[src/rtl/hc595_pkg.sv]
// Shared types and constants for the 74HC595 display scan controller.
package hc595_pkg;

  localparam int unsigned FRAME_W = 16;
  localparam int unsigned SEL_W   = 8;
  localparam int unsigned SEG_W   = 8;

  // Segment pattern shifted for a blanked frame and held in memory after reset.
  localparam logic [SEG_W-1:0] BLANK_SEG = 8'h00;

  typedef enum logic [1:0] {
    ST_IDLE  = 2'd0,
    ST_LOAD  = 2'd1,
    ST_SHIFT = 2'd2,
    ST_LATCH = 2'd3
  } state_e;

  // One serial frame: digit select byte goes out first, then segments.
  typedef struct packed {
    logic [SEL_W-1:0] sel;
    logic [SEG_W-1:0] seg;
  } frame_t;

endpackage

[src/rtl/hc595_shifter.sv]
// N-bit PISO serializer with SH_CP/ST_CP phase generation.
// A frame is 2N+2 half-periods of CLK_DIV cycles: 2N shift halves
// (even = SH_CP low with new DS, odd = SH_CP high), one settle half with
// everything low, then one half with ST_CP high.
module hc595_shifter #(
  parameter int unsigned N       = 16,
  parameter int unsigned CLK_DIV = 2
) (
  input  logic         clk,
  input  logic         rst_n,
  input  logic         start,
  input  logic [N-1:0] data,
  output logic         ds,
  output logic         sh_cp,
  output logic         st_cp,
  output logic         shift_done_c,
  output logic         done_c
);

  localparam int unsigned LAST_HALF = 2 * N + 1;
  localparam int unsigned HALF_W    = $clog2(LAST_HALF + 1);
  localparam int unsigned DIV_W     = (CLK_DIV > 1) ? $clog2(CLK_DIV) : 1;

  logic              active_q, active_d;
  logic [HALF_W-1:0] half_q, half_d;
  logic [DIV_W-1:0]  div_q, div_d;
  logic [N-1:0]      sreg_q, sreg_d;
  logic              ds_q, ds_d;
  logic              sh_cp_q, sh_cp_d;
  logic              st_cp_q, st_cp_d;
  logic              div_end_c;

  assign div_end_c    = (div_q == DIV_W'(CLK_DIV - 1));
  assign shift_done_c = active_q && div_end_c && (half_q == HALF_W'(2 * N - 1));
  assign done_c       = active_q && div_end_c && (half_q == HALF_W'(LAST_HALF));

  // Half-period sequencing; pin levels are derived from the next state so they leave a flop.
  always_comb begin
    active_d = active_q;
    half_d   = half_q;
    div_d    = div_q;
    sreg_d   = sreg_q;
    ds_d     = 1'b0;
    sh_cp_d  = 1'b0;
    st_cp_d  = 1'b0;

    if (start) begin
      active_d = 1'b1;
      half_d   = '0;
      div_d    = '0;
      sreg_d   = data;
    end else if (active_q) begin
      if (div_end_c) begin
        div_d = '0;
        if (half_q == HALF_W'(LAST_HALF)) begin
          active_d = 1'b0;
        end else begin
          half_d = half_q + HALF_W'(1);
          // Advance to the next bit as SH_CP falls so DS only moves while SH_CP is low.
          if (half_q[0]) sreg_d = {sreg_q[N-2:0], 1'b0};
        end
      end else begin
        div_d = div_q + DIV_W'(1);
      end
    end

    if (active_d) begin
      if (half_d < HALF_W'(2 * N)) begin
        ds_d    = sreg_d[N-1];
        sh_cp_d = half_d[0];
      end else begin
        st_cp_d = (half_d == HALF_W'(LAST_HALF));
      end
    end
  end

  // Serializer state and registered pin drivers.
  always_ff @(posedge clk or negedge rst_n) begin
    if (!rst_n) begin
      active_q <= 1'b0;
      half_q   <= '0;
      div_q    <= '0;
      sreg_q   <= '0;
      ds_q     <= 1'b0;
      sh_cp_q  <= 1'b0;
      st_cp_q  <= 1'b0;
    end else begin
      active_q <= active_d;
      half_q   <= half_d;
      div_q    <= div_d;
      sreg_q   <= sreg_d;
      ds_q     <= ds_d;
      sh_cp_q  <= sh_cp_d;
      st_cp_q  <= st_cp_d;
    end
  end

  assign ds    = ds_q;
  assign sh_cp = sh_cp_q;
  assign st_cp = st_cp_q;

endmodule

[src/rtl/hc595_scan_ctrl.sv]
// Multiplexed 7-segment scan controller driving a pair of cascaded 74HC595s.
// Every SCAN_CYCLES a frame {sel, seg} for the next digit is shifted out and latched.
module hc595_scan_ctrl
  import hc595_pkg::*;
#(
  parameter int unsigned DIGITS         = 8,
  parameter int unsigned CLK_DIV        = 2,
  parameter int unsigned SCAN_CYCLES    = 50000,
  parameter bit          SEL_ACTIVE_LOW = 1'b1,
  localparam int unsigned AW            = (DIGITS > 1) ? $clog2(DIGITS) : 1
) (
  input  logic             clk,
  input  logic             rst_n,
  input  logic             en,
  input  logic             wr_en,
  input  logic [AW-1:0]    wr_addr,
  input  logic [SEG_W-1:0] wr_data,
  output logic             DS,
  output logic             SH_CP,
  output logic             ST_CP,
  output logic             busy
);

  localparam int unsigned CNT_W = (SCAN_CYCLES > 1) ? $clog2(SCAN_CYCLES) : 1;

  state_e           state_q, state_d;
  logic [CNT_W-1:0] scan_cnt_q, scan_cnt_d;
  logic [AW-1:0]    digit_q, digit_d;
  logic             pend_q, pend_d;
  logic             busy_q, busy_d;
  logic [SEG_W-1:0] mem_q [DIGITS];
  logic [SEG_W-1:0] mem_d [DIGITS];
  logic             tick_c;
  logic             start_c;
  frame_t           frame_c;
  logic             shift_done_c;
  logic             done_c;

  // Free-running refresh timer; tick on the last count of each period.
  always_comb begin
    tick_c     = (scan_cnt_q == CNT_W'(SCAN_CYCLES - 1));
    scan_cnt_d = tick_c ? '0 : scan_cnt_q + CNT_W'(1);
  end

  // Pattern memory write port; addresses past DIGITS-1 match no entry.
  always_comb begin
    mem_d = mem_q;
    for (int unsigned i = 0; i < DIGITS; i++) begin
      if (wr_en && (wr_addr == AW'(i))) mem_d[AW'(i)] = wr_data;
    end
  end

  // Frame for the current digit; sampled by the shifter at the end of LOAD.
  always_comb begin
    frame_c.sel = {SEL_W{SEL_ACTIVE_LOW}};
    frame_c.seg = BLANK_SEG;
    for (int unsigned i = 0; i < DIGITS; i++) begin
      if (en && (digit_q == AW'(i))) begin
        frame_c.sel[3'(i)] = ~SEL_ACTIVE_LOW;
        frame_c.seg        = mem_q[AW'(i)];
      end
    end
  end

  // Frame sequencer: next state, one-deep tick pending, digit advance.
  always_comb begin
    state_d = state_q;
    pend_d  = pend_q;
    digit_d = digit_q;
    start_c = 1'b0;

    if (tick_c && (state_q != ST_IDLE)) pend_d = 1'b1;

    case (state_q)
      ST_IDLE: begin
        if (tick_c || pend_q) begin
          state_d = ST_LOAD;
          pend_d  = pend_q && tick_c;
        end
      end
      ST_LOAD: begin
        start_c = 1'b1;
        state_d = ST_SHIFT;
        digit_d = (digit_q == AW'(DIGITS - 1)) ? '0 : digit_q + AW'(1);
      end
      ST_SHIFT: begin
        if (shift_done_c) state_d = ST_LATCH;
      end
      ST_LATCH: begin
        if (done_c) state_d = ST_IDLE;
      end
      default: state_d = ST_IDLE;
    endcase

    busy_d = (state_d != ST_IDLE);
  end

  // Controller state registers.
  always_ff @(posedge clk or negedge rst_n) begin
    if (!rst_n) begin
      state_q    <= ST_IDLE;
      scan_cnt_q <= '0;
      digit_q    <= '0;
      pend_q     <= 1'b0;
      busy_q     <= 1'b0;
      mem_q      <= '{default: BLANK_SEG};
    end else begin
      state_q    <= state_d;
      scan_cnt_q <= scan_cnt_d;
      digit_q    <= digit_d;
      pend_q     <= pend_d;
      busy_q     <= busy_d;
      mem_q      <= mem_d;
    end
  end

  hc595_shifter #(
    .N       (FRAME_W),
    .CLK_DIV (CLK_DIV)
  ) u_shifter (
    .clk          (clk),
    .rst_n        (rst_n),
    .start        (start_c),
    .data         (frame_c),
    .ds           (DS),
    .sh_cp        (SH_CP),
    .st_cp        (ST_CP),
    .shift_done_c (shift_done_c),
    .done_c       (done_c)
  );

  assign busy = busy_q;

endmodule

[config.mk]
export PLATFORM = sky130hd
export DESIGN_NAME = hc595_scan_ctrl
export DESIGN_NICKNAME = d
export VERILOG_FILES = /design/src/rtl/hc595_pkg.sv /design/src/rtl/hc595_shifter.sv /design/src/rtl/hc595_scan_ctrl.sv
export SDC_FILE = /design/constraint.sdc
export NUM_CORES = 1
export LEC_CHECK = 0
export ABC_AREA = 1
export CORE_ASPECT_RATIO = 0.5
export CORE_MARGIN = 2
export CORE_UTILIZATION = 25
export CTS_CLUSTER_DIAMETER = 120
export CTS_CLUSTER_SIZE = 16
export DETAILED_ROUTE_END_ITERATION = 12
export MAX_ROUTING_LAYER = met4
export PLACE_DENSITY = 0.37
export SYNTH_ARGS = -nofsm -noshare
export SYNTH_HDL_FRONTEND = slang
export SYNTH_SLANG_ARGS = --single-unit
[constraint.sdc]
create_clock -name clk -period 2.5 [get_ports clk]
set_clock_uncertainty 0.05 [all_clocks]
set_input_delay 0.375 -clock clk [delete_from_list [all_inputs] [get_ports clk]]
set_output_delay 0.375 -clock clk [all_outputs]
set_load 0.1 [all_outputs]
==> results.py <==
metrics = {
    "logic_synthesis": {
        "ys_seq_area_share_pct": 51.1,
        "synth.yosys.warnings": 0,
        "library_cell_with_the_largest_summed_area_after_synthesis": "dfrtp_1",
        "postSynthCellCount": 702,
        "synth_cell_types": 34,
        "synth.net_count": 726,
        "syn-cell-area_um2": 5590,
        "netlist.area_leader.share_pct": 51.1,
        "synth.area.top_cells": "dfrtp_1 51%, nand2_1 13%, o21ai_0 7.7%",
        "synth.ff_latch_count": 114,
        "syn_avg_cell_area_um2": 7.96,
    },
    "job": {
        "drv.max_cap_violation_count": 0,
    },
    "global_routing": {
        "pin_count_of_the_biggest_net_entering_global_routing": 70,
        "grt_remaining_overflow": 0,
        "grt_first_pass_wirelength_mm": 24.7,
        "number_of_antenna_violations_at_the_first_check_in_global_routing": 0,
        "global_route.usage.total_pct": 14.2,
        "first_global_vias": 4531,
    },
    "die": {
        "std_cell_rows": 38,
        "die_x_um": 215,
        "initial_core_util_pct": 25.6,
        "coreArea_um2": 21800,
        "fp.dieArea_um2": 23600,
        "ioPinCount": 19,
        "fp.dieH_um": 110,
    },
    "setup_path": {
        "critical_path_cell_count": 9,
        "timing.critical_path.cells": "ha_1 -> ha_1 -> nand2_1 -> inv_1 -> a21oi_1 -> nand2_1 -> nand2_1 -> nand2_1 -> nand2_1",
        "r2r.worst_path.cells": 9,
        "worst_setup_path_start_kind": "register",
        "worst_path_arrival_ns": 2.38,
        "crit_buf_inv": 1,
        "worst_ep_required_time_ns": 2.80,
        "setup.worst_path.end_class": "register",
        "critPathSlowestCell": "dfrtp_1",
        "criticalPathCategory": "reg2reg",
        "worstSetupStartpoint": "digit_q[0]$_DFFE_PN0P_",
        "reg2reg_from": "digit_q[0]$_DFFE_PN0P_",
        "cp_max_fo": 10,
        "crit_path_frequent_cell": "nand2_1",
        "crit_family": "simple AND/OR/NAND/NOR gates",
        "cpPeakStageDelay_ns": 0.41,
    },
    "sta": {
        "max_slew_violation_count": 0,
        "timing.final.hold_violations": 0,
        "rsz_0062_raised_after_global_routing": "no",
        "final.period_utilization_pct": 83.2,
        "fin_worst_hold_slack_ns": 0.401,
        "setup_viol_count_final": 0,
        "fmax_mhz": 481,
        "slew_headroom_pct": 61.7,
        "max_slew.worst_pin.slew_ns": 0.573,
        "setup_total_negative_slack_ns": 0,
        "period_needed_ns": 2.08,
    },
    "outcome": {
        "outcome": "finished clean",
    },
    "final_layout": {
        "layout.cells.most_common_list": "193 x nand2_1, 114 x dfrtp_1, 92 x inv_1, 86 x o21ai_0, 49 x nand3_1",
        "antenna-diode-count": 0,
        "nNetsFinal": 757,
        "final_common_cell": "nand2_1",
        "area.growth.synth_to_final_pct": 21.1,
        "post_route_cells_drive_above_1_share_pct": 9.41,
    },
    "power_and_ir_drop": {
        "static-leakage-power_nw": 3.32,
        "p_sw_share_pct": 23.9,
        "power.sequential.fraction_pct": 42.3,
        "p_sw_mw": 1.21,
        "power.ir.vdd_worst_mv": 0.464,
        "combinationalPowerShare_pct": 7.2,
        "share_clk_of_total_power_pct": 50.4,
        "cell_pwr_density_nw_per_um2": 752,
        "p_int_mw": 3.87,
        "pwr_total_mw": 5.08,
    },
    "clocking": {
        "clockBufferDepth": 2,
        "htree_num_levels": 4,
        "cts-buffers-inserted": 17,
        "tritoncts": "done",
        "clock_sink_count": 114,
        "cts_repair_resize_count": 0,
        "worst_skew_pair.late_latency_ns": 0.41,
        "root_buffer": "clkbuf_16",
        "cts.clk_slew.worst_paths_ns": 0.06,
    },
    "placement": {
        "place_hpwl_mm": 10.5,
        "buffer_ports.inserted": 18,
        "finalWeightedCongestion": 0.777,
    },
    "min_path": {
        "min_delay_path_depth": 1,
        "path_type_of_the_worst_min_delay_path": "reg2reg",
        "hold_start": "scan_cnt_q[0]$_DFF_PN0_",
    },
    "route": {
        "detailedRoute.firstPassIterationCount": 7,
        "wirelength_mm": 14.9,
        "route.vias.total": 4517,
        "routed_wire_length_per_instance_um": 14.3,
        "route.detailed.drc": 0,
        "postRouteAntennaNets": 0,
        "via_per_inst": 4.33,
        "detail_route.iter0.violations": 316,
    },
}
[Yosys cell counts]
cell type,n
nand2_1,193
dfrtp_1,114
inv_1,92
o21ai_0,86
nand3_1,49
nor2_1,48
a21oi_1,22
nand4_1,11
nor3_1,11
clkbuf_1,10
ha_1,9
or2_2,8
inv_2,5
nor2_4,5
o211ai_1,5
buf_6,4
or2_0,4
buf_2,3
o221ai_1,3
xor2_1,3
a22oi_1,2
nor3_2,2
nor4_1,2
and3_1,1
buf_4,1
clkbuf_4,1
clkinv_1,1
nand2_2,1
nand2_4,1
nor2_2,1
o21ai_1,1
o22ai_1,1
or2_1,1
xnor2_1,1
[power by group through the flow]
stage / Sequential, mW / Clock, mW / Combinational, mW
floorplan: 2.14 / 0 / 0.227
global placement: 2.18 / 0 / 0.370
detailed placement: 2.18 / 0 / 0.375
CTS: 2.15 / 2.63 / 0.378
global route: 2.17 / 2.72 / 0.433
finish: 2.15 / 2.56 / 0.367
[metrics by stage]
stage          cell area [um2]  util, %  std cells  setup slack (ns)
2_1_floorplan             5590        -        702             0.728
4_1_cts                   6760     31.1       1044             0.426
3_3_place_gp              6130     28.2       1013             0.197
6_report                  6760     31.1       1044             0.420
3_5_place_dp              6130     28.2       1013             0.221
5_1_grt                   6760     31.1       1044             0.171
[final timing paths]
| check | to | slack (ns) |
|---|---|---|
| hold reg to reg | scan_cnt_q[0]$_DFF_PN0_ | 0.40 |
| min in group asynchronous | mem_q[59]$_DFFE_PN0P_ | 0.44 |
| setup / recovery | u_shifter.sreg_q[5]$_DFFE_PN0P_ | 0.42 |
| setup reg to reg | u_shifter.sreg_q[5]$_DFFE_PN0P_ | 0.42 |
| max in group asynchronous | u_shifter.st_cp$_DFF_PN0_ | 1.57 |
| hold / removal | scan_cnt_q[0]$_DFF_PN0_ | 0.40 |
[registers in the layout (all words and copies together) (netlist names)]
register / flops
mem_q: 64
scan_cnt_q: 16
u_shifter.sreg_q: 16
u_shifter.half_q: 6
digit_q: 3
state_q: 2
busy: 1
pend_q: 1
u_shifter.active_q: 1
u_shifter.div_end_c: 1
u_shifter.ds: 1
u_shifter.sh_cp: 1
u_shifter.st_cp: 1
[metal layers]
layer / global-route usage (%) / wire length [um]
met5: - / 0
met4: 4.04 / 140
met3: 3.32 / 532
met2: 20.9 / 6290
met1: 19.4 / 7940
[cell type report]
class                   count  area, um2
flip-flops and latches    114       2850
repair buffers             31        293
fillers                  2344      15000
inverters                  98        368
multi-input cells         471       2250
clock inverters             8        126
clock buffers              22        494
well taps                 300        375
[timing repair]
action,in CTS,in global routing
hold endpoints to repair,114,0
setup buffers,0,0
hold buffers,1,0
[cells by family (layout without fill, tap and decap cells)]
kind of cell    after synthesis  in the layout  share of synthesized area, %
simple gates                338            338                          26.4
xor+xnor                      4              4                         0.627
fa+ha+maj                     9              9                          2.02
buf+inv                     117            159                          8.60
compound gates              120            120                          11.3
flops                       114            114                          51.1
Power figures use the tool's default switching activity.
==> variant: new RTL, same flow settings <==
Put a register stage on the output `ST_CP`, cleared by the reset. The value now appears one clock later. The other outputs are not delayed to match.
--- a/src/rtl/hc595_scan_ctrl.sv
+++ b/src/rtl/hc595_scan_ctrl.sv
@@ -22,6 +22,8 @@
 );
 
   localparam int unsigned CNT_W = (SCAN_CYCLES > 1) ? $clog2(SCAN_CYCLES) : 1;
+
+  logic ST_CP_d;
 
   state_e           state_q, state_d;
   logic [CNT_W-1:0] scan_cnt_q, scan_cnt_d;
@@ -124,12 +126,20 @@
     .data         (frame_c),
     .ds           (DS),
     .sh_cp        (SH_CP),
-    .st_cp        (ST_CP),
+    .st_cp        (ST_CP_d),
     .shift_done_c (shift_done_c),
     .done_c       (done_c)
   );
 
   assign busy = busy_q;
 
+  always_ff @(posedge clk or negedge rst_n) begin
+    if (!rst_n) begin
+      ST_CP <= '0;
+    end else begin
+      ST_CP <= ST_CP_d;
+    end
+  end
+
 endmodule
 
Function: same outputs for any inputs over 10 cycles, from zero or initial values and one cycle with rst_n low; that may be too few to reach the edited logic, so the function may still have changed.
==> variant against the unedited design <==
  * Power is 1.1% higher
  * Worst setup slack got worse by 0.042 ns
  * Wire length rose by 0.81%
  * Core utilization hardly changed
  * Synthesized area increased by 0.45%
  * Die area is 0.44% higher
  * First-iteration DRC count increased by 2.2%
  * Sequential cell count grew 1
  * Final area increased by 0.26%
  * Critical endpoint is now u_shifter.sreg_q[1]
  * Largest power group unchanged
==> variant: results (changes against the unedited design) <==
metric	value	unit	change
met1 Usage GRT	0.192		-0.00197
Setup WS pre-CTS	0.134	ns	-0.0873 ns
DR pass1 iterations	5		-2
Total Wirelength	15000	um	+0.81%
Worst R2R Start	digit_q[2]		
vias post-DR	4503		-0.31%
share of cells above drive strength 1	0.0924		-0.00172
Clock Path Buffers	2		unchanged
top area cells in the synthesized netlist	dfrtp_1, nand2_1, o21ai_0		
vias in the first global route	4509		-0.49%
switching share of power	0.239		+0.000412
CP peak stage delay	0.52	ns	+0.11 ns
WHS Path Cells	0		-1
met3 routed WL	373	um	-30%
hold slack final	0.314	ns	-0.0868 ns
xor and xnor area share after synthesis	0.00624		-0.0000280
synth cell count leaders	nand2_1, dfrtp_1, inv_1		
largest net degree at the start of global routing	57		-19%
initial drt markers	323		+2.2%
CP Max Fanout	11		+1
Routed met2 length	6480	um	+3.1%
post-synthesis compound-gate area fraction	0.112		-0.000504
DP Area	6150	um2	+0.33%
syn nets	727		+0.14%
Synth Area in Adders	0.0201		-0.0000899
first-pass GRT wire length	24700	um	+0.22%
Layout Nets	759		+0.26%
Lkg Pwr	3.34	nW	+0.42%
Clock Power	0.00261	W	+2%
Hold Startpoint	u_shifter.st_cp		
Post-Synthesis Cells	703		+0.14%
overall fraction of global-route tracks in use	0.144		+0.00201
Worst VDD drop	478	uV	+3.0%
FF-to-FF setup slack	0.38	ns	-0.04 ns
worst reg2reg path depth	12		+3
worst-margin pin slew	0.610	ns	+0.0369 ns
post-DP HPWL	10700	um	+2.2%
Hold Path Sink	ST_CP		
biggest registers after layout	mem_q: 64 flops, scan_cnt_q: 16 flops, u_shifter.sreg_q: 16 flops		
status	complete, no violations		
routed vias/inst	4.30		-0.60%
met2 GRT Util	0.215		+0.00622
maxcap violations	0		unchanged
Sequential Power Share	0.422		about the same
met1 wire length	7980	um	+0.53%
total net switching power	0.00123	W	+1.2%
RD Place Congestion	0.783		+0.71%
variant: cell count changes in the layout (fill, tap and decap cells not counted):
| cell | unedited run | this run |
|---|---|---|
| buf_4 | 15 | 17 |
| clkinvlp_4 | 3 | 2 |
| clkinv_2 | 1 | 2 |
| dfrtp_1 | 114 | 115 |
| bufinv_16 | 3 | 4 |
| clkbuf_8 | 5 | 2 |
| buf_12 | 2 | 1 |
| clkbuf_1 | 0 | 3 |
variant: cell type report:
type,count,area (um2)
repair buffers,32,288
clock buffers,22,464
well taps,300,375
flip-flops and latches,115,2880
multi-input cells,471,2250
fillers,2309,15000
inverters,98,368
clock inverters,9,154
variant: how the worst max path moves through the flow:
stage	to	slack, ns	cells after the start
2_1_floorplan	u_shifter.sreg_q[6]	0.73	13
3_3_place_gp	u_shifter.sreg_q[1]	0.16	13
3_5_place_dp	u_shifter.sreg_q[1]	0.13	13
4_1_cts	u_shifter.sreg_q[1]	0.38	12
5_1_grt	u_shifter.sreg_q[1]	0.13	12
6_report	u_shifter.sreg_q[1]	0.38	12
